==> src/rtl/mux4_scan_ctrl.sv <==
// Scan sequencer for a 4:1 mux: steps s1/s0 through enabled channels, samples y, builds a frame.
// Optional continuous rescan when MUX4_SCAN_CONT_EN is defined.
module mux4_scan_ctrl #(
    parameter int unsigned DWELL_W = 4
) (
    input  logic               clk,
    input  logic               rst_n,
    input  logic               start,
    input  logic               abort,
    input  logic [3:0]         ch_en,
    input  logic [DWELL_W-1:0] dwell,
    input  logic               y,
    output logic               s0,
    output logic               s1,
    output logic               busy,
    output logic               sample_valid,
    output logic [1:0]         sample_ch,
    output logic               sample_bit,
    output logic [3:0]         frame,
    output logic               done
);

    typedef enum logic [1:0] {StIdle, StSettle, StSample, StDone} state_e;

    state_e             state_q, state_d;
    logic [3:0]         mask_q, mask_d;
    logic [DWELL_W-1:0] dwell_q, dwell_d;
    logic [DWELL_W-1:0] cnt_q, cnt_d;
    logic [1:0]         sel_q, sel_d;
    logic [3:0]         frame_q, frame_d;
    logic               sv_q, sv_d;
    logic [1:0]         sch_q, sch_d;
    logic               sbit_q, sbit_d;
    logic               done_q, done_d;

    logic [3:0]         above;
    logic               more;
    logic [1:0]         next_ch;
    logic               restart;
    logic               accept;
    logic [DWELL_W-1:0] dwell_eff;

    function automatic logic [1:0] lowest_ch(input logic [3:0] m);
        if (m[0])      return 2'd0;
        else if (m[1]) return 2'd1;
        else if (m[2]) return 2'd2;
        else           return 2'd3;
    endfunction

`ifdef MUX4_SCAN_CONT_EN
    assign restart = (state_q == StDone) && !abort;
`else
    assign restart = 1'b0;
`endif

    assign accept    = start && (ch_en != 4'd0) && ((state_q == StIdle) || restart);
    assign dwell_eff = (dwell == '0) ? DWELL_W'(1) : dwell;

    // Enabled channels strictly above the current select.
    always_comb begin
        above   = mask_q & (4'b1110 << sel_q);
        more    = |above;
        next_ch = lowest_ch(above);
    end

    always_ff @(posedge clk or negedge rst_n) begin
        if (!rst_n) begin
            state_q <= StIdle;
            mask_q  <= '0;
            dwell_q <= '0;
            cnt_q   <= '0;
            sel_q   <= '0;
            frame_q <= '0;
            sv_q    <= 1'b0;
            sch_q   <= '0;
            sbit_q  <= 1'b0;
            done_q  <= 1'b0;
        end else begin
            state_q <= state_d;
            mask_q  <= mask_d;
            dwell_q <= dwell_d;
            cnt_q   <= cnt_d;
            sel_q   <= sel_d;
            frame_q <= frame_d;
            sv_q    <= sv_d;
            sch_q   <= sch_d;
            sbit_q  <= sbit_d;
            done_q  <= done_d;
        end
    end

    always_comb begin
        state_d = state_q;
        unique case (state_q)
            StIdle:   if (accept) state_d = StSettle;
            StSettle: begin
                if (abort)                        state_d = StIdle;
                else if (cnt_q <= DWELL_W'(1))    state_d = StSample;
            end
            StSample: begin
                if (abort)     state_d = StIdle;
                else if (more) state_d = StSettle;
                else           state_d = StDone;
            end
            StDone:   state_d = accept ? StSettle : StIdle;
            default:  state_d = StIdle;
        endcase
    end

    always_comb begin
        mask_d  = mask_q;
        dwell_d = dwell_q;
        cnt_d   = cnt_q;
        sel_d   = sel_q;
        frame_d = frame_q;
        sv_d    = 1'b0;
        sch_d   = sch_q;
        sbit_d  = sbit_q;
        done_d  = (state_q == StDone);

        if (accept) begin
            mask_d  = ch_en;
            dwell_d = dwell_eff;
            cnt_d   = dwell_eff;
            frame_d = '0;
            sel_d   = lowest_ch(ch_en);
        end else if (state_q == StSettle && !abort) begin
            cnt_d = cnt_q - DWELL_W'(1);
        end else if (state_q == StSample && !abort) begin
            frame_d[sel_q] = y;
            sv_d           = 1'b1;
            sch_d          = sel_q;
            sbit_d         = y;
            if (more) begin
                sel_d = next_ch;
                cnt_d = dwell_q;
            end
        end
    end

    always_comb begin
        s1           = sel_q[1];
        s0           = sel_q[0];
        busy         = (state_q == StSettle) || (state_q == StSample);
        sample_valid = sv_q;
        sample_ch    = sch_q;
        sample_bit   = sbit_q;
        frame        = frame_q;
        done         = done_q;
    end

endmodule

==> config.mk <==
export PLATFORM = sky130hd
export DESIGN_NAME = mux4_scan_ctrl
export DESIGN_NICKNAME = d
export VERILOG_FILES = /design/src/rtl/mux4_scan_ctrl.sv
export SDC_FILE = /design/constraint.sdc
export NUM_CORES = 1
export LEC_CHECK = 0
export BUFFER_PORTS_ARGS = -buffer_cell sky130_fd_sc_hd__buf_2
export CORE_MARGIN = 4
export CORE_UTILIZATION = 58
export CTS_CLUSTER_SIZE = 10
export DETAILED_ROUTE_END_ITERATION = 10
export GPL_ROUTABILITY_DRIVEN = 0
export PLACE_DENSITY = 0.86
export SLEW_MARGIN = 20
export SYNTH_ARGS = -nofsm -noshare
export SYNTH_HDL_FRONTEND = slang
export SYNTH_SLANG_ARGS = --single-unit
==> constraint.sdc <==
create_clock -name clk -period 5.85 [get_ports clk]
set_input_delay 1.4625 -clock clk [delete_from_list [all_inputs] [get_ports clk]]
set_output_delay 1.4625 -clock clk [all_outputs]
set_load 0.05 [all_outputs]
==> metrics.cfg, run 1 <==
[yosys]
synth_warnings = 0
synthCells = 133
syn_area_sq_um = 1280
synth_area_per_cell_sq_um = 9.66
ys_types = 32
ys_ff_latch = 24
synth_fp_nets = 153
seq_area_frac_synth = 0.467

[drt]
dr.pass1.iters = 4
vias_per_cell = 5.66
drt-total-wl_mm = 2.66
drc_errors = 0
drt_iter0_drc = 14
routedWlPerCell_um = 14.6
postRouteAntennaNets = 0
vias = 1030

[clock_tree]
cts-buffers-inserted = 3
cts_resized = 0
cts_setup_buffers = 0
tritoncts = yes
cts_hold_buf = 0
clk_latency_ns = 0.31
cts.sinks = 24
cts-root-buf = clkbuf_4
cts.path.max_buffers = 2
htreeDepth = 1
clk_pin_slew_ns = 0.14

[min_path]
hold_path.class = reg -> reg

[timing]
worst_pin_slew_ns = 0.613
fin_crit_sh = 0.492
final-setup-viol-count = 0
setup_tns_ns = 0
grt_setup_unrepaired = no
slew-limit-headroom = 0.590
slew_violations = 0
final.min_clock_period_ns = 2.88
hold_viol = 0
skew_ns = 0.000849
max_freq_mhz = 347

[global_routing]
grt_max_degree = 25
overflow = 0
grt_util_all_layers = 0.200
antenna_found_initial = 0
grt_pass1_vias = 1015
grt_pass1_wl_mm = 4.37

[finish]
post_route_cells_drive_above_1_share = 0.239
fillers = 174
antenna_cells = 0
num-nets-final = 176
area_growth_pct = 13.7
finalNonFillerCells = 182

[flow_run]
cap_viol_max_count = 0

[die]
coreArea_sq_um = 2040
dieArea_sq_um = 3030
start_util = 0.629
die_w_um = 55.1
die_h_um = 55.1
rows = 16
ioPinCount = 25

[setup_path]
rrSetupSlack_ns = 3.81
r2r_end = sample_ch[0]
worstPathMaxFanout = 19
critPathLaunchType = input port
worstSetupEndpoint = cnt_q[1]
r2r-start = state_q[0]
arrival_ns = 3.09
critPathCaptureType = register
reg2regPathDepth = 5
cp-startpoint = ch_en[3]
worst-setup-path-type = in -> reg
critPathRequiredTime_ns = 6.06

[placement]
hpwl_mm = 2.02
port_buffers = 24
dp.cells = 178

[outcome]
outcome = finished, final reports clean

[power]
peakVddDrop_mv = 0.283
p_per_area_nw_per_um2 = 517
leakage_nw = 0.734

critical path, stage by stage:
cell	delay [ns]
buf_2	0.10
or4_4	0.53
and3_4	0.27
or3_4	0.42
mux2_4	0.30
power breakdown:
part	switching [mW]	total (mW)	internal, mW
Clock	0.0509	0.120	0.0692
Combinational	0.222	0.349	0.127
Sequential	0.0602	0.286	0.226
metrics by stage:
stage          hold WS [ns]  area, sq um  setup slack, ns   util  power, mW
2_1_floorplan         0.446         1280             2.74      -      0.561
3_3_place_gp          0.460         1410             2.65  0.690      0.620
3_5_place_dp          0.470         1410             2.63  0.690      0.638
4_1_cts               0.510         1460             2.98  0.716      0.758
5_1_grt               0.531         1460             2.95  0.716      0.809
6_report              0.516         1460             2.97  0.716      0.755
per-layer routing:
| metal | GRT usage | share of wire |
|---|---|---|
| met5 | 0 | 0 |
| met4 | 0.0486 | 0.0038 |
| met3 | 0.0268 | 0.045 |
| met2 | 0.372 | 0.52 |
| met1 | 0.240 | 0.43 |
layout by cell type, fill, tap and decap left out, types with 4 or more instances in the layout:
cell / Yosys / final
a21oi_1: 6 / 6
buf_2: 0 / 24
dfrtp_1: 24 / 24
ha_1: 7 / 7
inv_1: 5 / 5
mux2_2: 4 / 4
mux2i_1: 4 / 4
nand2_1: 26 / 26
nand3_1: 4 / 4
nor2_1: 7 / 7
nor2b_1: 4 / 4
nor3_1: 4 / 4
o21ai_0: 4 / 4
kinds of logic after synthesis:
| group | synth area share |
|---|---|
| adders and majority gates | 0.0682 |
| buffers and inverters | 0.0380 |
| and+or+nand+nor | 0.222 |
| xor gates and xnor gates | 0.0136 |
| muxes | 0.0779 |
| AOI/OAI and AO/OA | 0.113 |
| DFF | 0.467 |
layout make-up:
cell class                 count  area [sq um]  area share
multi-input combinational     98           636       0.435
clock buffer                   3          22.5      0.0154
inverter                       5          18.8      0.0128
clock inverter                 1          30.0      0.0205
tap                           27          33.8      0.0231
sequential                    24           601       0.411
timing repair buffer          24           120      0.0822
worst min-delay path by stage:
stage | from | endpoint | slack [ns] | depth (start not counted)
final | dwell_q[1] | dwell_q[1] | 0.52 | 2
after CTS | dwell_q[3] | dwell_q[3] | 0.51 | 2
after floorplan | dwell_q[1] | dwell_q[1] | 0.45 | 2
after global routing | mask_q[1] | mask_q[1] | 0.53 | 2
after detailed placement | dwell_q[1] | dwell_q[1] | 0.47 | 2
after global placement | dwell_q[1] | dwell_q[1] | 0.46 | 2
state kept, by name (all words and copies together), names as in the netlist:
| signal | flops |
|---|---|
| cnt_q | 4 |
| done | 1 |
| dwell_q | 4 |
| frame | 4 |
| mask_q | 3 |
| sample_bit | 1 |
| sample_ch | 2 |
| sample_valid | 1 |
| sel_q | 2 |
| state_q | 2 |
Yosys cell counts:
cell type  instances  share of area
and3_4             1         0.0088
buf_6              1         0.0088
o21a_1             1         0.0058
dfrtp_1           24           0.47
a211oi_1           3          0.018
inv_1              5          0.015
a31oi_1            2         0.0097
mux2_4             1          0.012
o31ai_1            2          0.012
nor3b_1            1         0.0058
o211ai_1           3          0.018
nand2b_1           3          0.015
a21oi_1            6          0.023
o21ai_0            4          0.016
nor4_1             2         0.0097
or3_4              1         0.0088
o21bai_1           2          0.012
nand3_1            4          0.016
xnor2_1            2          0.014
mux2_2             4          0.035
nand2_1           26          0.076
buf_1              1         0.0029
ha_1               7          0.068
or3_1              1         0.0049
or3b_2             1         0.0068
nor3_1             4          0.016
nor2b_1            4          0.019
clkbuf_1           4          0.012
nor2_1             7          0.020
nand4b_1           1         0.0068
mux2i_1            4          0.031
or4_4              1         0.0088
(Power assumes the default switching activity.)
==> run 2, diff against run 1 <==
--- a/config.mk
+++ b/config.mk
@@ -6,12 +6,13 @@
 export NUM_CORES = 1
 export LEC_CHECK = 0
 export BUFFER_PORTS_ARGS = -buffer_cell sky130_fd_sc_hd__buf_2
+export CORE_ASPECT_RATIO = 1.75
 export CORE_MARGIN = 4
-export CORE_UTILIZATION = 58
+export CORE_UTILIZATION = 48
 export CTS_CLUSTER_SIZE = 10
 export DETAILED_ROUTE_END_ITERATION = 10
 export GPL_ROUTABILITY_DRIVEN = 0
-export PLACE_DENSITY = 0.86
+export PLACE_DENSITY = 0.77
 export SLEW_MARGIN = 20
 export SYNTH_ARGS = -nofsm -noshare
 export SYNTH_HDL_FRONTEND = slang
==> constraint.sdc (replaced) <==
create_clock -name clk -period 2.6 [get_ports clk]
set_input_delay 0.65 -clock clk [delete_from_list [all_inputs] [get_ports clk]]
set_output_delay 0.65 -clock clk [all_outputs]
set_load 0.05 [all_outputs]
==> metrics.cfg, run 2 (synthesized netlist as in run 1, its figures left out) <==
[outcome]
outcome = finished, final reports clean

[finish]
antenna_cells = 0
area_growth_pct = 15.0
fillers = 235
num-nets-final = 178
multiInputGateArea_sq_um = 636
post_route_cells_drive_above_1_share = 0.248
final_cell_mix = nand2_1, dfrtp_1, buf_2, nor2_1, ha_1
layout_commonest_cell = nand2_1
regArea_sq_um = 601

[power]
p_per_area_nw_per_um2 = 1150
peakVddDrop_mv = 0.697
comb_power_share = 0.473
pwr-share-clk = 0.148
power.switching_uw = 760
p_int_uw = 943
switching_share = 0.446
total_power_mw = 1.70
leakage_nw = 0.745
p_seq_frac = 0.379

[setup_path]
reg2regPathDepth = 5
critPathLaunchType = input port
critPathRequiredTime_ns = 2.76
critPathCaptureType = register
worstPathMaxFanout = 11
rrSetupSlack_ns = 0.59
worst-setup-path-type = in -> reg
arrival_ns = 2.25
r2r_end = sample_ch[0]
r2r-start = state_q[0]

[clock_tree]
cts-root-buf = clkbuf_8
cts_resized = 0
cts_hold_buf = 0
tritoncts = yes
cts.path.max_buffers = 2
htreeDepth = 1
clk_latency_ns = 0.26
cts.sinks = 24
cts-buffers-inserted = 3
clk_pin_slew_ns = 0.08
cts_setup_buffers = 0

[drt]
drt_iter0_drc = 23
postRouteAntennaNets = 0
drt-total-wl_mm = 2.77
dr.pass1.iters = 4
vias_per_cell = 5.53
vias = 1012
drc_errors = 0
routedWlPerCell_um = 15.2

[global_routing]
grt_pass1_wl_mm = 4.69
overflow = 0
grt_max_degree = 25
grt_pass1_vias = 1055
grt_util_all_layers = 0.176
antenna_found_initial = 0

[die]
ioPinCount = 25
die_w_um = 47.1
coreArea_sq_um = 2520
die_h_um = 76.4
rows = 24
start_util = 0.509
dieArea_sq_um = 3600

[placement]
port_buffers = 24
hpwl_mm = 2.16

[timing]
grt_setup_unrepaired = no
final-setup-viol-count = 0
hold_viol = 0
max_freq_mhz = 477
setup_tns_ns = 0
skew_ns = 0.00272
worst_pin_slew_ns = 0.521
slew-limit-headroom = 0.653
fin_crit_sh = 0.807
slew_violations = 0
final.min_clock_period_ns = 2.10

[min_path]
hold_path.class = in -> async

[flow_run]
cap_viol_max_count = 0

[run 2: cell types whose count changed in the layout (fill, tap and decap cells not counted)]
cell and delta:
buf_4 +2, bufinv_16 -1, clkbuf_4 -3, clkbuf_8 +4
[run 2: through the flow]
step,hold WS [ns],setup WS (ns),utilization,cells,area [sq um]
after floorplan,0.354,0.304,-,133,1280
after global placement,0.461,0.251,0.564,179,1420
after detailed placement,0.464,0.222,0.564,179,1420
after CTS,0.373,0.512,0.586,183,1480
after global routing,0.379,0.448,0.586,183,1480
final,0.348,0.502,0.586,183,1480
[run 2: how the worst max path moves through the flow]
stage	startpoint	to	slack, ns
2_1_floorplan	ch_en[3]	cnt_q[1]	0.30
3_3_place_gp	ch_en[3]	cnt_q[1]	0.25
3_5_place_dp	ch_en[3]	cnt_q[1]	0.22
4_1_cts	ch_en[3]	cnt_q[1]	0.51
5_1_grt	state_q[0]	sample_ch[0]	0.45
6_report	ch_en[3]	cnt_q[1]	0.50
[run 2: critical path, cell delays in order]
cell and delay (ns):
buf_2 0.11, or4_4 0.53, and3_4 0.24, or3_4 0.42
mux2_4 0.30
[run 2: metal layers]
metal / track usage / vias to the layer above / routed length, um
met5: 0 / - / 0
met4: 0.0665 / 0 / 32
met1: 0.213 / 483 / 1070
met3: 0.0260 / 4 / 95
li1: - / 507 / -
met2: 0.294 / 18 / 1570
[run 2: power by group through the flow]
stage               Combinational, mW  Clock, mW  Sequential [mW]
floorplan                       0.515          0            0.747
global placement                0.779          0            0.643
detailed placement              0.806          0            0.652
CTS                             0.813      0.257            0.644
global route                    0.889      0.272            0.669
finish                          0.806      0.252            0.645
[run 2: final cells by class]
type                            count  share of cell area
Multi-Input combinational cell     98               0.430
Sequential cell                    24               0.406
Timing Repair Buffer               26              0.0914
Clock buffer                        4              0.0373
Tap cell                           26              0.0220
Inverter                            5              0.0127
==> run 3, diff against run 2 <==
--- a/config.mk
+++ b/config.mk
@@ -5,14 +5,15 @@
 export SDC_FILE = /design/constraint.sdc
 export NUM_CORES = 1
 export LEC_CHECK = 0
+export ABC_AREA = 1
 export BUFFER_PORTS_ARGS = -buffer_cell sky130_fd_sc_hd__buf_2
 export CORE_ASPECT_RATIO = 1.75
 export CORE_MARGIN = 4
-export CORE_UTILIZATION = 48
+export CORE_UTILIZATION = 55
 export CTS_CLUSTER_SIZE = 10
 export DETAILED_ROUTE_END_ITERATION = 10
 export GPL_ROUTABILITY_DRIVEN = 0
-export PLACE_DENSITY = 0.77
+export PLACE_DENSITY = 0.82
 export SLEW_MARGIN = 20
 export SYNTH_ARGS = -nofsm -noshare
 export SYNTH_HDL_FRONTEND = slang
==> constraint.sdc (replaced) <==
create_clock -name clk -period 2 [get_ports clk]
set_input_delay 0.5 -clock clk [delete_from_list [all_inputs] [get_ports clk]]
set_output_delay 0.5 -clock clk [all_outputs]
set_load 0.05 [all_outputs]
==> metrics.cfg, run 3 <==
[yosys]
synth-simple-area-share = 0.345
synth_area_leaders = dfrtp_1, nand2_1, ha_1, inv_1, nand3_1
seq_area_frac_synth = 0.425
synth_common_cells = nand2_1, dfrtp_1, inv_1, nand3_1, nor2_1
synth_edf_count = 0
ys_ff_latch = 24
synth_xor_area_frac = 0.00619
synth_top_family_by_area = simple AND/OR/NAND/NOR gates
post-synth-top-count-cell = nand2_1
synth_fp_nets = 205
synthCells = 185
syn_area_sq_um = 1410
synth_compound_area_frac = 0.0788
synth_warnings = 0
synth_top_cell_area_share = 0.425
synth_flop_cell = dfrtp_1
ys_types = 22
yosys.area.top_type = dfrtp_1
synth_area_per_cell_sq_um = 7.64
synthMuxAreaShare = 0
async_flop_share = 1.00
synthAdderAreaFrac = 0.0619

[power]
power.switching_mw = 1.30
p_seq_frac = 0.326
p_per_area_nw_per_um2 = 1620
pwr-share-clk = 0.109
switching_share = 0.512
leakage_nw = 0.917
p_int_mw = 1.24
comb_power_share = 0.565
peakVddDrop_mv = 0.873

[finish]
final_cell_mix = nand2_1, dfrtp_1, buf_2, inv_1, nand3_1
post_route_cells_drive_above_1_share = 0.221
fin_util = 0.631
area_growth_pct = 11.2
fillers = 225
num-nets-final = 230
layout_commonest_cell = nand2_1
antenna_cells = 0
design_area_sq_um = 1570

[timing]
slew_violations = 0
slew-limit-headroom = 0.653
fin_hold_ws_ns = 0.201
grt_setup_unrepaired = no
final-setup-viol-count = 0
skew_ns = 0.00743
setup_tns_ns = 0
final.min_clock_period_ns = 1.79
max_freq_mhz = 559
hold_viol = 0
fin_crit_sh = 0.895
worst_pin_slew_ns = 0.521

[drt]
vias = 1216
vias_per_cell = 5.20
drt_iter0_drc = 30
drc_errors = 0
drt-total-wl_mm = 2.79
postRouteAntennaNets = 0
dr.pass1.iters = 4
routedWlPerCell_um = 11.9

[die]
coreArea_sq_um = 2490
ioPinCount = 25
dieArea_sq_um = 3480
die_h_um = 75.1
rows = 24
start_util = 0.567
die_w_um = 46.3

[setup_path]
critPathTopFamily = flip-flops
arrival_ns = 1.29
cp_slowest_cell = dfrtp_1
worst-setup-path-type = reg -> out
critPathRequiredTime_ns = 1.50
worstPathCellList = inv_1, ha_1, buf_2
cpPeakStageDelay_ns = 0.40
critPathLaunchType = register
crit_buf_inv = 2
worstPathMaxFanout = 4
critPathCaptureType = output port

[global_routing]
overflow = 0
grt_pass1_vias = 1195
antenna_found_initial = 0
grt_pass1_wl_mm = 4.77
grt_max_degree = 25
grt_util_all_layers = 0.187

[flow_run]
cap_viol_max_count = 0

[placement]
post_dp_cell_area_sq_um = 1530
port_buffers = 24
hpwl_mm = 2.26

[clock_tree]
clk_latency_ns = 0.26
tritoncts = yes
cts_hold_buf = 0
cts-buffers-inserted = 3
clk_pin_slew_ns = 0.08
cts.sinks = 24
cts-root-buf = clkbuf_8
cts_resized = 0
cts.path.max_buffers = 2
cts_setup_buffers = 0
htreeDepth = 1

[outcome]
outcome = finished, final reports clean

[min_path]
hold_path.class = in -> async

-- run 3: cell count changes after synthesis, sizes merged, moves of 5 or more --
cell,previous run,this run
inv,5,22
nand3,4,12
nand2,26,79
nor2,7,13
o21ai,4,16
mux2,5,0
-- run 3: cells by family (layout without fill, tap and decap cells) --
kind of cell               Yosys count  in the layout
DFF                                 24             24
adders and majority gates            7              7
and+or+nand+nor                    107            107
xor gates and xnor gates             1              1
buffers and inverters               26             49
AOI/OAI and AO/OA                   20             20
-- run 3: cell type report --
type                            count  area (sq um)  share of cell area
Tap cell                           26          32.5              0.0207
Timing Repair Buffer               24           120              0.0764
Clock buffer                        3          41.3              0.0263
Inverter                           22          82.6              0.0525
Multi-Input combinational cell    135           696               0.442
Sequential cell                    24           601               0.382
-- run 3: layer usage --
| layer | up-vias | global-route usage | share of wire |
|---|---|---|---|
| li1 | 623 | - | - |
| met1 | 556 | 0.194 | 0.37 |
| met2 | 26 | 0.347 | 0.57 |
| met3 | 11 | 0.0239 | 0.030 |
| met4 | 0 | 0.0918 | 0.036 |
| met5 | - | 0 | 0 |
-- run 3: final timing paths --
check / from / endpoint / slack [ns] / cells past startpoint
max: state_q[1] / busy / 0.21 / 3
min: rst_n / sel_q[1] / 0.20 / 1
max reg2reg: state_q[1] / sel_q[0] / 0.36 / 9
min reg2reg: frame[1] / frame[1] / 0.47 / 2
max in group asynchronous: rst_n / state_q[1] / 1.44 / 1
min in group clk: ch_en[3] / mask_q[3] / 0.44 / 3
-- run 3: power by group through the flow --
| stage | clock network [mW] | registers, mW | logic (mW) |
|---|---|---|---|
| final | 0.278 | 0.830 | 1.44 |
| after floorplan | 0 | 1.10 | 0.914 |
| after global routing | 0.301 | 0.851 | 1.62 |
| after global placement | 0 | 0.830 | 1.42 |
| after detailed placement | 0 | 0.840 | 1.45 |
| after CTS | 0.287 | 0.830 | 1.46 |
-- run 3: metrics by stage --
| step | setup WS [ns] | total power [mW] | cells |
|---|---|---|---|
| after floorplan | 0.509 | 2.01 | 185 |
| after global routing | 0.132 | 2.77 | 234 |
| after CTS | 0.190 | 2.57 | 234 |
| final | 0.210 | 2.55 | 234 |
| after global placement | 0.383 | 2.25 | 231 |
| after detailed placement | 0.367 | 2.29 | 231 |
